`src/rtl/bus_master_if.sv`:
```
// Per-master bus interface: turns a level-held core access into the req_/grnt_/as_/rdy_
// bus handshake, stalls the core via busy, and aborts accesses whose slave never answers.
module bus_master_if #(
    parameter int ADDR_W  = 30,
    parameter int DATA_W  = 32,
    parameter int TIMEOUT = 255,
    parameter int CNT_W   = 8
) (
    input  logic              clk,
    input  logic              reset,
    input  logic              as_,
    input  logic              rw,
    input  logic [ADDR_W-1:0] addr,
    input  logic [DATA_W-1:0] wr_data,
    input  logic              stall,
    input  logic              flush,
    output logic [DATA_W-1:0] rd_data,
    output logic              busy,
    output logic              bus_err,
    output logic              bus_req_,
    input  logic              bus_grnt_,
    output logic [ADDR_W-1:0] bus_addr,
    output logic              bus_as_,
    output logic              bus_rw,
    output logic [DATA_W-1:0] bus_wr_data,
    input  logic [DATA_W-1:0] bus_rd_data,
    input  logic              bus_rdy_
);

    typedef enum logic [2:0] {IDLE, REQ, ACCESS, WAIT, STALL} state_t;

    localparam logic [CNT_W-1:0] CNT_LAST = CNT_W'(TIMEOUT - 1);

    state_t            state, state_nxt;
    logic [CNT_W-1:0]  cnt;
    logic [DATA_W-1:0] rd_buf;
    logic              accept, done, abort;

    // Accept is gated by reset so busy drops with the asynchronous reset even if as_ is held.
    always_comb begin
        state_nxt = state;
        busy      = 1'b0;
        rd_data   = '0;
        accept    = 1'b0;
        done      = 1'b0;
        abort     = 1'b0;
        case (state)
            IDLE: begin
                if (reset && !as_ && !flush) begin
                    accept    = 1'b1;
                    busy      = 1'b1;
                    state_nxt = REQ;
                end
            end
            REQ: begin
                busy = 1'b1;
                if (!bus_grnt_) state_nxt = ACCESS;
            end
            ACCESS: begin
                if (!bus_rdy_) begin
                    done = 1'b1;
                end else begin
                    busy      = 1'b1;
                    state_nxt = WAIT;
                end
            end
            WAIT: begin
                if (!bus_rdy_) begin
                    done = 1'b1;
                end else if (cnt == CNT_LAST) begin
                    abort     = 1'b1;
                    state_nxt = IDLE;
                end else begin
                    busy = 1'b1;
                end
            end
            STALL: begin
                rd_data = rd_buf;
                if (!stall) state_nxt = IDLE;
            end
            default: state_nxt = IDLE;
        endcase
        if (done) begin
            state_nxt = stall ? STALL : IDLE;
            if (bus_rw) rd_data = bus_rd_data;
        end
    end

    always_ff @(posedge clk or negedge reset) begin
        if (!reset) begin
            state       <= IDLE;
            bus_req_    <= 1'b1;
            bus_as_     <= 1'b1;
            bus_rw      <= 1'b1;
            bus_addr    <= '0;
            bus_wr_data <= '0;
            rd_buf      <= '0;
            cnt         <= '0;
            bus_err     <= 1'b0;
        end else begin
            state   <= state_nxt;
            bus_err <= abort;
            if (accept) begin
                bus_addr    <= addr;
                bus_rw      <= rw;
                bus_wr_data <= wr_data;
                bus_req_    <= 1'b0;
            end
            if (state == REQ && !bus_grnt_) bus_as_ <= 1'b0;
            if (state == ACCESS) begin
                bus_as_ <= 1'b1;
                cnt     <= '0;
            end
            if (state == WAIT && bus_rdy_) cnt <= cnt + CNT_W'(1);
            // Dropping req_ on completion guarantees a one-cycle gap for re-arbitration.
            if (done || abort) bus_req_ <= 1'b1;
            if (done) rd_buf <= bus_rw ? bus_rd_data : '0;
        end
    end

endmodule

```
`config.mk`:
```
export PLATFORM = sky130hd
export DESIGN_NAME = bus_master_if
export DESIGN_NICKNAME = d
export VERILOG_FILES = /design/src/rtl/bus_master_if.sv
export SDC_FILE = /design/constraint.sdc
export NUM_CORES = 1
export LEC_CHECK = 0
export CAP_MARGIN = 20
export CORE_ASPECT_RATIO = 1.2
export CORE_UTILIZATION = 46
export DETAILED_ROUTE_END_ITERATION = 10
export HOLD_SLACK_MARGIN = 0.02
export PLACE_DENSITY = 0.85
export SLEW_MARGIN = 20
export SYNTH_ARGS = -nofsm -noshare
export SYNTH_HDL_FRONTEND = slang
export SYNTH_SLANG_ARGS = --single-unit
```
`constraint.sdc`:
```
create_clock -name clk -period 3.9 [get_ports clk]
set_input_delay 0.585 -clock clk [delete_from_list [all_inputs] [get_ports clk]]
set_output_delay 0.585 -clock clk [all_outputs]
set_load 0.02 [all_outputs]
```
==> flow_metrics.py <==
metrics = {
    "worst_setup_path": {
        "path_buf_inv": 3,
        "critical_path.cell_chain": "clkdlybuf4s50_1 > or3b_2 > nor2_4 > buf_12 > a22o_1 > clkdlybuf4s50_1",
        "critPathTopFamily": "buffers and inverters",
        "end_kind": "primary output",
        "arrival_ps": 2840,
        "crit_fanout": 64,
        "crit_top_cell": "clkdlybuf4s50_1",
        "path_class": "input port to primary output",
        "critPathRequiredTime_ps": 3310,
        "r2r_setup_slack_ps": 1760,
        "startpoint_type": "input port",
        "critical-path-slowest-cell": "clkdlybuf4s50_1",
        "cpPeakStageDelay_ps": 630,
    },
    "flow_run": {
        "drv_cap": 0,
    },
    "global_route": {
        "grt_pass1_wl_um": 18200,
        "grt_util_met1_pct": 25.6,
        "met2_usage_pct": 37.6,
        "antenna_found_initial": 0,
        "grt_pass1_vias": 3633,
        "grt.busiest_layer": "met2",
        "grt_start_max_net_pins": 65,
        "grt.total_usage_pct": 21.8,
        "met3_usage_pct": 7.04,
        "grt-ovfl-total": 0,
    },
    "clocking": {
        "cts_root_buffer": "clkbuf_16",
        "numCtsBuffers": 9,
        "insertion_delay_ps": 350,
        "postCtsHoldBufs": 0,
        "postCtsSetupRepairBufs": 0,
        "htreeDepth": 3,
        "path_clk_slew_ps": 70,
        "numClockSinks": 109,
        "clockBufferDepth": 2,
        "tritoncts": "yes",
        "cts_resized": 0,
    },
    "final_layout": {
        "area.sequential_um2": 2730,
        "instances_no_fill": 653,
        "fillers": 660,
        "final_net_count": 626,
        "syn_to_final_growth_pct": 48.9,
        "drive_gt1_share_pct": 17.8,
        "multi_input_area_um2": 1900,
        "antenna_cells": 0,
        "final_core_util_pct": 71.1,
    },
    "logic_synthesis": {
        "synthTopCellsByArea": "dfrtp_1, mux2_4, a22o_1",
        "yosysTopAreaCell": "dfrtp_1",
        "avgSynthCellArea_um2": 14.7,
        "synth_area_um2": 4860,
        "synth.top_cell.area_share_pct": 54.6,
        "synth_ff_type": "dfrtp_1",
        "ys_async_sr_fraction_pct": 100,
        "synthCells": 330,
        "ys_seq_area_share_pct": 56.2,
        "synth_edf_count": 0,
        "ys_seq_elements": 109,
        "synth_warnings": 0,
        "ys_types": 38,
        "syn_nets": 434,
    },
    "timing": {
        "period_share_pct": 87.9,
        "setup_viol": 0,
        "post-route-min-period_ps": 3430,
        "tns_ps": 0,
        "final-hold-violation-count": 0,
        "maxSlewHeadroom_pct": 51.8,
        "clock.fmax_mhz": 292,
        "rsz0062_at_grt": "false",
        "final_max_slew_viol_count": 0,
        "worstMarginPinSlew_ps": 723,
        "finalClockSkew_ps": 4.34,
    },
    "power": {
        "clkPwrFrac_pct": 18.9,
        "p_int_mw": 3.72,
        "total_leakage_power_nw": 3.25,
        "switching_share_pct": 32.7,
        "combPwrFrac_pct": 44.7,
        "p_seq_share_pct": 36.3,
        "netSwitchingPower_mw": 1.80,
        "ir_drop_uv": 309,
        "p_per_area_nw_per_um2": 764,
    },
    "die": {
        "std_cell_rows": 40,
        "die_area_um2": 11000,
        "die_h_um": 115,
        "io_pins": 201,
        "core-area_um2": 10200,
        "start_util_pct": 47.8,
        "die_x_um": 95.8,
    },
    "placement": {
        "port_buffers": 200,
        "dp_hpwl_um": 8400,
        "dp.cells": 637,
        "gp_congestion": 0.768,
    },
    "detailed_routing": {
        "finalWirelength_um": 12000,
        "drc_errors": 0,
        "dr.first_iter.drc_count": 151,
        "vias_per_cell": 5.41,
        "vias": 3533,
        "first_pass_iters": 4,
        "ant_nets": 0,
        "post_drt_wl_per_cell_um": 18.4,
    },
    "run_status": {
        "outcome": "finished clean",
    },
    "min_path": {
        "hp-class": "input port to async pin",
    },
}
sequential cells by signal, indices dropped and copies added, names as in the netlist:
name,cells
bus_addr,30
cnt,8
bus_rw,1
bus_as_,1
bus_wr_data,32
state,3
bus_req_,1
rd_buf,32
bus_err,1
metrics by stage:
step | hold slack, ps | area, um2 | power (mW) | setup slack, ps
global placement | 485 | 6880 | 4.41 | 530
detailed placement | 491 | 6880 | 4.49 | 467
floorplan | 289 | 4860 | 3.38 | 1440
CTS | 399 | 7230 | 5.56 | 468
global route | 429 | 7230 | 5.81 | 347
finish | 377 | 7230 | 5.52 | 470
power by group through the flow:
| stage | Clock (mW) | Combinational [mW] | Sequential (mW) |
|---|---|---|---|
| CTS | 1.07 | 2.49 | 2.01 |
| global placement | 0 | 2.43 | 1.99 |
| finish | 1.04 | 2.47 | 2.01 |
| global route | 1.12 | 2.62 | 2.07 |
| detailed placement | 0 | 2.47 | 2.01 |
| floorplan | 0 | 1.01 | 2.37 |
final timing paths:
kind                                         to           start  depth (start not counted)
worst max-delay path                rd_data[31]        bus_rdy_                          6
worst min-delay path            bus_wr_data[22]           reset                          2
worst max register to register   bus_wr_data[1]        state[2]                          3
worst min register to register   bus_wr_data[9]  bus_wr_data[9]                          1
max in group asynchronous             rd_buf[7]           reset                          3
min in group clk                 bus_wr_data[9]  bus_wr_data[9]                          1
cells in the final DEF, fill, tap and decap left out, types with 2 or more instances in the layout:
cell type / n
clkdlybuf4s50_1: 199
dfrtp_1: 106
a22o_1: 64
mux2_4: 59
o21ai_0: 9
clkbuf_16: 9
nor2_1: 7
nand3_1: 7
nand2_1: 6
inv_1: 5
mux2_2: 5
buf_4: 5
nand2b_1: 3
o211ai_1: 3
or4_1: 3
dfstp_2: 3
bufinv_16: 3
a211oi_1: 2
a21oi_1: 2
o21a_1: 2
ha_1: 2
clkinv_4: 2
buf_12: 2
cell type report:
class,count,area share (%)
Clock buffer,9,3.12
Clock inverter,7,1.68
Inverter,5,0.260
Multi-Input combinational cell,191,26.3
Sequential cell,109,37.8
Tap cell,126,2.18
Timing Repair Buffer,206,28.6
Yosys cell counts (2+ instances only):
library cell / instances
o21ai_0: 9
inv_1: 5
a21oi_1: 2
nor2_1: 7
nand2b_1: 3
nand2_1: 6
dfstp_2: 3
mux2_2: 5
dfrtp_1: 106
or4_1: 3
a211oi_1: 2
buf_2: 6
ha_1: 2
mux2_4: 59
clkbuf_1: 12
nand3_1: 7
a22o_1: 64
o21a_1: 2
buf_12: 6
o211ai_1: 3
logic make-up after synthesis:
group                    synth area share, %
multiplexers                            19.6
flip-flops                              56.2
AO/OA/AOI/OAI                           14.6
buffers and inverters                   4.64
adder cells (fa/ha/maj)                0.515
AND/OR/NAND/NOR                         4.35
per-layer routing:
metal / wire [um] / share of wire (%) / vias to the layer above
met4: 144 / 1.2 / 0
li1: - / - / 1624
met3: 1030 / 8.5 / 16
met5: 0 / 0 / -
met1: 4770 / 40 / 1739
met2: 6070 / 51 / 154
Note: power is estimated with default switching activity, not from simulation.
